`src/rtl/magnitude_acc_pkg.sv`:
```
// Shared definitions for the magnitude_acc slice: output/magnitude width helpers
// and the accumulator state encoding.
package magnitude_acc_pkg;

   typedef enum logic {
      ST_IDLE = 1'b0,
      ST_ACC  = 1'b1
   } acc_state_e;

   function automatic int mag_width(input int data_size);
      return 2 * data_size + 1;
   endfunction

   // Wide enough for 2^ACC_LEN_SIZE-1 full-scale magnitudes of either sign.
   function automatic int out_size(input int data_size, input int acc_len_size);
      return mag_width(data_size) + acc_len_size;
   endfunction

endpackage

```
`src/rtl/magnitude_acc_if.sv`:
```
// I/Q sample stream in, accumulated power stream out.
// master drives samples and window length; slave is the accumulator.
interface magnitude_acc_if
   import magnitude_acc_pkg::*;
#(
   parameter int DATA_SIZE    = 16,
   parameter int ACC_LEN_SIZE = 8,
   parameter int OUT_SIZE     = out_size(DATA_SIZE, ACC_LEN_SIZE)
) ();

   logic signed [DATA_SIZE-1:0] data_i_i;
   logic signed [DATA_SIZE-1:0] data_q_i;
   logic                        data_en_i;
   logic                        data_sof_i;
   logic                        data_eof_i;
   logic [ACC_LEN_SIZE-1:0]     acc_len_i;
   logic signed [OUT_SIZE-1:0]  data_o;
   logic                        data_en_o;
   logic                        data_sof_o;
   logic                        data_eof_o;

   modport master (
      output data_i_i, data_q_i, data_en_i, data_sof_i, data_eof_i, acc_len_i,
      input  data_o, data_en_o, data_sof_o, data_eof_o
   );

   modport slave (
      input  data_i_i, data_q_i, data_en_i, data_sof_i, data_eof_i, acc_len_i,
      output data_o, data_en_o, data_sof_o, data_eof_o
   );

endinterface

```
`src/rtl/magnitude_sq_pipe.sv`:
```
// Two-stage squared-magnitude pipe: registered I^2/Q^2, then registered sum with
// optional negation for negative-Q samples. Sideband flags travel alongside.
module magnitude_sq_pipe
   import magnitude_acc_pkg::*;
#(
   parameter int DATA_SIZE       = 16,
   parameter int SIGN_CORRECTION = 0
) (
   input  logic                                   data_clk_i,
   input  logic                                   data_rst_i,
   input  logic signed [DATA_SIZE-1:0]            data_i_i,
   input  logic signed [DATA_SIZE-1:0]            data_q_i,
   input  logic                                   data_en_i,
   input  logic                                   data_sof_i,
   input  logic                                   data_eof_i,
   output logic signed [mag_width(DATA_SIZE)-1:0] mag_o,
   output logic                                   en_o,
   output logic                                   sof_o,
   output logic                                   eof_o
);

   localparam int PROD_W = 2 * DATA_SIZE;
   localparam int MAG_W  = mag_width(DATA_SIZE);

   logic signed [PROD_W-1:0] i_sq_d, i_sq_q, q_sq_d, q_sq_q;
   logic                     en1_q, sof1_q, eof1_q, qneg1_q;
   logic signed [MAG_W-1:0]  sum_c, mag_d, mag_q;
   logic                     en2_q, sof2_q, eof2_q;

   assign i_sq_d = data_i_i * data_i_i;
   assign q_sq_d = data_q_i * data_q_i;

   // Products are non-negative, so the negated sum always fits in MAG_W.
   always_comb begin
      sum_c = MAG_W'(i_sq_q) + MAG_W'(q_sq_q);
      mag_d = sum_c;
      if ((SIGN_CORRECTION != 0) && qneg1_q) begin
         mag_d = -sum_c;
      end
   end

   always_ff @(posedge data_clk_i) begin
      if (data_rst_i) begin
         i_sq_q  <= '0;
         q_sq_q  <= '0;
         en1_q   <= 1'b0;
         sof1_q  <= 1'b0;
         eof1_q  <= 1'b0;
         qneg1_q <= 1'b0;
         mag_q   <= '0;
         en2_q   <= 1'b0;
         sof2_q  <= 1'b0;
         eof2_q  <= 1'b0;
      end else begin
         i_sq_q  <= i_sq_d;
         q_sq_q  <= q_sq_d;
         en1_q   <= data_en_i;
         sof1_q  <= data_en_i & data_sof_i;
         eof1_q  <= data_en_i & data_eof_i;
         qneg1_q <= data_q_i[DATA_SIZE-1];
         mag_q   <= mag_d;
         en2_q   <= en1_q;
         sof2_q  <= sof1_q;
         eof2_q  <= eof1_q;
      end
   end

   assign mag_o = mag_q;
   assign en_o  = en2_q;
   assign sof_o = sof2_q;
   assign eof_o = eof2_q;

endmodule

```
`src/rtl/magnitude_acc.sv`:
```
// Integrate-and-dump accumulator of I^2+Q^2 over sof/eof/length-bounded windows.
// Build option MAGNITUDE_ACC_DROP_CNT_EN adds drop_cnt_o (windows discarded by sof).
//
// state   | meaning
// --------+---------------------------------------------
// ST_IDLE | no open window; next valid sample opens one
// ST_ACC  | window open, count > 0, summing magnitudes
module magnitude_acc
   import magnitude_acc_pkg::*;
#(
   parameter int DATA_SIZE       = 16,
   parameter int ACC_LEN_SIZE    = 8,
   parameter int SIGN_CORRECTION = 0
) (
   input  logic        data_clk_i,
   input  logic        data_rst_i,
   magnitude_acc_if.slave bus,
`ifdef MAGNITUDE_ACC_DROP_CNT_EN
   output logic [15:0] drop_cnt_o,
`endif
   output logic        data_clk_o,
   output logic        data_rst_o
);

   localparam int OUT_SIZE = out_size(DATA_SIZE, ACC_LEN_SIZE);
   localparam int MAG_W    = mag_width(DATA_SIZE);

   logic signed [MAG_W-1:0]    s2_mag;
   logic                       s2_en, s2_sof, s2_eof;
   logic signed [OUT_SIZE-1:0] mag_ext;

   acc_state_e                 state_q, state_d;
   logic [ACC_LEN_SIZE-1:0]    cnt_q, cnt_d, cnt_new;
   logic [ACC_LEN_SIZE-1:0]    len_q, len_d, len_new;
   logic signed [OUT_SIZE-1:0] acc_q, acc_d, sum_new;
   logic                       wsof_q, wsof_d, wsof_new;
   logic                       open_c, dump_c, discard_c;
   logic signed [OUT_SIZE-1:0] data_q, data_d;
   logic                       en_q, en_d, sof_q, sof_d, eof_q, eof_d;

   magnitude_sq_pipe #(
      .DATA_SIZE       (DATA_SIZE),
      .SIGN_CORRECTION (SIGN_CORRECTION)
   ) u_sq_pipe (
      .data_clk_i (data_clk_i),
      .data_rst_i (data_rst_i),
      .data_i_i   (bus.data_i_i),
      .data_q_i   (bus.data_q_i),
      .data_en_i  (bus.data_en_i),
      .data_sof_i (bus.data_sof_i),
      .data_eof_i (bus.data_eof_i),
      .mag_o      (s2_mag),
      .en_o       (s2_en),
      .sof_o      (s2_sof),
      .eof_o      (s2_eof)
   );

   assign mag_ext = OUT_SIZE'(s2_mag);

   // Window arithmetic shared by next-state and output logic.
   always_comb begin
      open_c    = s2_en && ((state_q == ST_IDLE) || s2_sof);
      discard_c = open_c && (state_q == ST_ACC);
      if (open_c) begin
         sum_new  = mag_ext;
         cnt_new  = ACC_LEN_SIZE'(1);
         len_new  = (bus.acc_len_i == '0) ? ACC_LEN_SIZE'(1) : bus.acc_len_i;
         wsof_new = s2_sof;
      end else begin
         sum_new  = acc_q + mag_ext;
         cnt_new  = cnt_q + ACC_LEN_SIZE'(1);
         len_new  = len_q;
         wsof_new = wsof_q;
      end
      dump_c = s2_en && ((cnt_new == len_new) || s2_eof);
   end

   always_ff @(posedge data_clk_i) begin
      if (data_rst_i) begin
         state_q <= ST_IDLE;
      end else begin
         state_q <= state_d;
      end
   end

   always_comb begin
      state_d = state_q;
      if (s2_en) begin
         state_d = dump_c ? ST_IDLE : ST_ACC;
      end
   end

   always_comb begin
      acc_d  = acc_q;
      cnt_d  = cnt_q;
      len_d  = len_q;
      wsof_d = wsof_q;
      data_d = data_q;
      en_d   = 1'b0;
      sof_d  = 1'b0;
      eof_d  = 1'b0;
      if (s2_en) begin
         if (dump_c) begin
            data_d = sum_new;
            en_d   = 1'b1;
            sof_d  = wsof_new;
            eof_d  = s2_eof;
            acc_d  = '0;
            cnt_d  = '0;
            len_d  = len_new;
            wsof_d = 1'b0;
         end else begin
            acc_d  = sum_new;
            cnt_d  = cnt_new;
            len_d  = len_new;
            wsof_d = wsof_new;
         end
      end
   end

   always_ff @(posedge data_clk_i) begin
      if (data_rst_i) begin
         acc_q  <= '0;
         cnt_q  <= '0;
         len_q  <= '0;
         wsof_q <= 1'b0;
         data_q <= '0;
         en_q   <= 1'b0;
         sof_q  <= 1'b0;
         eof_q  <= 1'b0;
      end else begin
         acc_q  <= acc_d;
         cnt_q  <= cnt_d;
         len_q  <= len_d;
         wsof_q <= wsof_d;
         data_q <= data_d;
         en_q   <= en_d;
         sof_q  <= sof_d;
         eof_q  <= eof_d;
      end
   end

`ifdef MAGNITUDE_ACC_DROP_CNT_EN
   logic [15:0] drop_q;

   always_ff @(posedge data_clk_i) begin
      if (data_rst_i) begin
         drop_q <= '0;
      end else if (discard_c && (drop_q != 16'hFFFF)) begin
         drop_q <= drop_q + 16'd1;
      end
   end

   assign drop_cnt_o = drop_q;
`endif

   assign bus.data_o     = data_q;
   assign bus.data_en_o  = en_q;
   assign bus.data_sof_o = sof_q;
   assign bus.data_eof_o = eof_q;
   assign data_clk_o     = data_clk_i;
   assign data_rst_o     = data_rst_i;

endmodule
```
`src/flat_wrapper.sv`:
```
// flat-port wrapper written by rule: the top's interface ports become plain ports
module magnitude_acc_flat import magnitude_acc_pkg::*;
#(
   parameter int DATA_SIZE       = 16,
   parameter int ACC_LEN_SIZE    = 8,
   parameter int SIGN_CORRECTION = 0
)
  (data_clk_i, data_rst_i, data_clk_o, data_rst_o, bus_data_i_i, bus_data_q_i, bus_data_en_i, bus_data_sof_i, bus_data_eof_i, bus_acc_len_i, bus_data_o, bus_data_en_o, bus_data_sof_o, bus_data_eof_o);
  magnitude_acc_if #(.DATA_SIZE(DATA_SIZE), .ACC_LEN_SIZE(ACC_LEN_SIZE)) bus_i ();
  input  logic data_clk_i;
  input  logic data_rst_i;
  output logic data_clk_o;
  output logic data_rst_o;
  input wire logic [$bits(bus_i.data_i_i)-1:0] bus_data_i_i;
  input wire logic [$bits(bus_i.data_q_i)-1:0] bus_data_q_i;
  input wire logic [$bits(bus_i.data_en_i)-1:0] bus_data_en_i;
  input wire logic [$bits(bus_i.data_sof_i)-1:0] bus_data_sof_i;
  input wire logic [$bits(bus_i.data_eof_i)-1:0] bus_data_eof_i;
  input wire logic [$bits(bus_i.acc_len_i)-1:0] bus_acc_len_i;
  output wire logic [$bits(bus_i.data_o)-1:0] bus_data_o;
  output wire logic [$bits(bus_i.data_en_o)-1:0] bus_data_en_o;
  output wire logic [$bits(bus_i.data_sof_o)-1:0] bus_data_sof_o;
  output wire logic [$bits(bus_i.data_eof_o)-1:0] bus_data_eof_o;
  assign bus_i.data_i_i = bus_data_i_i;
  assign bus_i.data_q_i = bus_data_q_i;
  assign bus_i.data_en_i = bus_data_en_i;
  assign bus_i.data_sof_i = bus_data_sof_i;
  assign bus_i.data_eof_i = bus_data_eof_i;
  assign bus_i.acc_len_i = bus_acc_len_i;
  assign bus_data_o = bus_i.data_o;
  assign bus_data_en_o = bus_i.data_en_o;
  assign bus_data_sof_o = bus_i.data_sof_o;
  assign bus_data_eof_o = bus_i.data_eof_o;
  magnitude_acc #(.DATA_SIZE(DATA_SIZE), .ACC_LEN_SIZE(ACC_LEN_SIZE), .SIGN_CORRECTION(SIGN_CORRECTION)) u_core (.data_clk_i(data_clk_i), .data_rst_i(data_rst_i), .bus(bus_i), .data_clk_o(data_clk_o), .data_rst_o(data_rst_o));
endmodule
```
`config.mk`:
```
export PLATFORM = sky130hd
export DESIGN_NAME = magnitude_acc_flat
export DESIGN_NICKNAME = d
export VERILOG_FILES = /design/src/rtl/magnitude_acc_pkg.sv /design/src/rtl/magnitude_acc_if.sv /design/src/rtl/magnitude_sq_pipe.sv /design/src/rtl/magnitude_acc.sv /design/src/flat_wrapper.sv
export SDC_FILE = /design/constraint.sdc
export NUM_CORES = 2
export LEC_CHECK = 0
export BUFFER_PORTS_ARGS = -buffer_cell sky130_fd_sc_hd__buf_2
export CORE_MARGIN = 10
export CORE_UTILIZATION = 60
export CTS_BUF_LIST = sky130_fd_sc_hd__clkbuf_16
export CTS_CLUSTER_DIAMETER = 80
export DETAILED_ROUTE_END_ITERATION = 16
export GPL_ROUTABILITY_DRIVEN = 0
export HOLD_SLACK_MARGIN = 0.08
export PLACE_DENSITY = 0.77
export SETUP_SLACK_MARGIN = 0.5
export SYNTH_ARGS = -nofsm -noshare
export SYNTH_HDL_FRONTEND = slang
export SYNTH_SLANG_ARGS = --single-unit
```
`constraint.sdc`:
```
create_clock -name data_clk_i -period 15.3 [get_ports data_clk_i]
set_input_delay 3.06 -clock data_clk_i [delete_from_list [all_inputs] [get_ports data_clk_i]]
set_output_delay 3.06 -clock data_clk_i [all_outputs]
set_load 0.02 [all_outputs]
```
==> flow_summary.json <==
{
  "die_x_um": 236,
  "synth_top_cell_by_area": "fa_1",
  "final_cell_mix": "666 x inv_1, 470 x fa_1, 294 x nand2_1",
  "drt-pass1-iter-count": 7,
  "grt_pass1_wl_um": 109000,
  "vias": 21573,
  "cp-end-kind": "output pin",
  "min-delay-start": "u_core.bus.data_o[14]",
  "synth-edff-count": 0,
  "cp_max_fo": 2,
  "cts_tree": "done",
  "wl_met1_um": 24200,
  "reg2reg_from": "u_core.u_sq_pipe.i_sq_q[3]",
  "coreArea_um2": 46400,
  "synth.avg_cell_area_um2": 8.82,
  "drive_above_1_share_pct": 5.48,
  "postRouteAntennaNets": 0,
  "path_buf_inv": 3,
  "routed_wl_um": 63700,
  "hold_violations": 0,
  "die-area_um2": 55800,
  "report.final.slew_viol_count": 0,
  "critPathRequiredTime_ps": 12240,
  "wire_per_inst_um": 16.7,
  "port_buffers": 90,
  "yosysSeqAreaShare_pct": 14.6,
  "path_cells": "clkbuf_16 -> clkbuf_16 -> buf_2",
  "hpwl_um": 51700,
  "critPathLaunch": "data_clk_i",
  "ys_warn_count": 0,
  "synth.top_cell.area_share_pct": 33.6,
  "ys.flop_type": "dfxtp_1",
  "grt_max_degree": 92,
  "cp_common_cell": "clkbuf_16",
  "syn-num-nets": 3947,
  "drc": 0,
  "crit_type": "clk -> out",
  "area_growth_pct": 5.78,
  "setup_viol": 0,
  "hold_path.class": "reg -> reg",
  "io_pins": 91,
  "wl_met3_um": 3790,
  "async_reset_ff_share_pct": 0,
  "track_usage_pct": 23.3,
  "cp-start-kind": "clock port",
  "max_stage_delay_ps": 150,
  "grt_pass1_vias": 23253,
  "ys_ff_latch": 204,
  "drv_cap": 0,
  "clk_transition_reported_paths_ps": 60,
  "post_cts_buffers": 0,
  "cp_slowest_cell": "buf_2",
  "synth_area_um2": 28000,
  "hold_buffers": 0,
  "layout_commonest_cell": "inv_1",
  "ys_top_cells_by_area": "fa_1 34%, dfxtp_1 15%, ha_1 11%",
  "antenna_cells": 0,
  "layout.nets": 3963,
  "worst_pin_slew_ps": 1320,
  "vias_per_cell": 5.65,
  "wl_met2_um": 33400,
  "ys_types": 85,
  "syn_inst": 3179,
  "clock_skew_ps": 33.7,
  "fp.dieH_um": 236,
  "cts_resized": 0,
  "drt-initial-drc-count": 1420,
  "overflow": 0,
  "placementRows": 79,
  "relSlewSlack_pct": 11.2,
  "outcome": "complete, no violations",
  "clk-insertion-delay-late_ps": 660,
  "crit_family": "buffers and inverters",
  "tns_ps": 0,
  "grt_setup_unrepaired": "false",
  "cp.arrival_ps": 8040,
  "start_util_pct": 60.5,
  "highest-signal-layer": "met4",
  "antenna_found_initial": 2
}
cells in the mapped netlist, drive strengths merged (5+ instances only):
cell	count
xnor2	95
or2	10
nor3	47
a22oi	9
clkbuf	89
dfxtp	204
nor2b	30
a21oi	141
nor2	232
o211ai	7
a211oi	35
a211o	6
a21boi	5
a31o	11
nand3	46
nand2b	24
o31ai	5
a41oi	6
a21o	59
inv	661
and2	90
buf	22
and3	20
a311oi	5
nand2	294
xor2	44
o21a	21
fa	470
o21bai	9
o21ai	98
nor3b	8
nand4	10
mux2i	18
or3	12
ha	253
a31oi	19
worst register-to-register path: stages, from the launching register on:
cell and delay [ps]:
dfxtp_1 310, ha_1 330, a21oi_2 170, nor2b_1 90
a311o_1 450, o21ai_1 240, a21oi_1 160, a41o_1 340
a211oi_1 400, mux2i_1 220, o311ai_0 440
path summary, 6_finish.rpt:
| check | slack (ps) | cells after the start | end |
|---|---|---|---|
| worst min-delay path | 450 | 2 | u_core.bus.data_o[14] |
| worst max register to register | 11840 | 10 | u_core.u_sq_pipe.mag_o[29] |
| worst min register to register | 450 | 2 | u_core.bus.data_o[14] |
| worst max-delay path | 4200 | 3 | data_clk_o |
state kept, by name, indices dropped and copies added, names as in the netlist:
signal                   flops
u_core.u_sq_pipe.i_sq_q     31
u_core.u_sq_pipe.eof_o       1
u_core.acc_q                41
u_core.u_sq_pipe.en_o        1
u_core.cnt_q                 8
u_core.u_sq_pipe.sof1_q      1
u_core.u_sq_pipe.q_sq_q     31
u_core.bus.data_eof_o        1
u_core.u_sq_pipe.sof_o       1
u_core.u_sq_pipe.eof1_q      1
u_core.u_sq_pipe.mag_o      33
u_core.len_q                 8
u_core.wsof_q                1
u_core.bus.data_en_o         1
u_core.bus.data_sof_o        1
u_core.bus.data_o           41
u_core.u_sq_pipe.en1_q       1
u_core.state_q               1
per-layer routing:
metal | vias up | GRT usage (%)
li1 | 10019 | -
met1 | 10689 | 27.1
met2 | 692 | 42.5
met3 | 173 | 3.43
met4 | 0 | 8.84
met5 | - | 0
metrics by stage:
stage          hold slack [ps]  cell area [µm²]  worst slack, ps  instances  util (%)
6_report                   452            29700             4200       3819      64.0
3_3_place_gp               432            28900             4450       3773      62.3
5_1_grt                    477            29700             4190       3819      64.0
2_1_floorplan              414            28000             4460       3179         -
4_1_cts                    453            29700             4190       3819      64.0
3_5_place_dp               431            28900             4450       3773      62.3
logic make-up after synthesis:
kind of cell	count (synthesis)	synth area share [%]
flip-flops	204	14.6
multiplexers	22	0.817
XOR/XNOR	139	4.34
buffers and inverters	772	10.5
AND/OR/NAND/NOR	844	14.0
AO/OA/AOI/OAI	475	11.0
adder cells (fa/ha/maj)	723	44.8
final cells by class:
type	instances	area, µm²
sequential	204	4080
tap	607	759
timing repair buffer	97	512
fill	3736	16700
clock buffer	28	681
multi-input combinational	2203	21000
clock inverter	19	109
inverter	661	2480
Power is left out: the tool's default activity adds up to more than one toggle a clock period on the data nets, which glitch-free logic cannot reach.
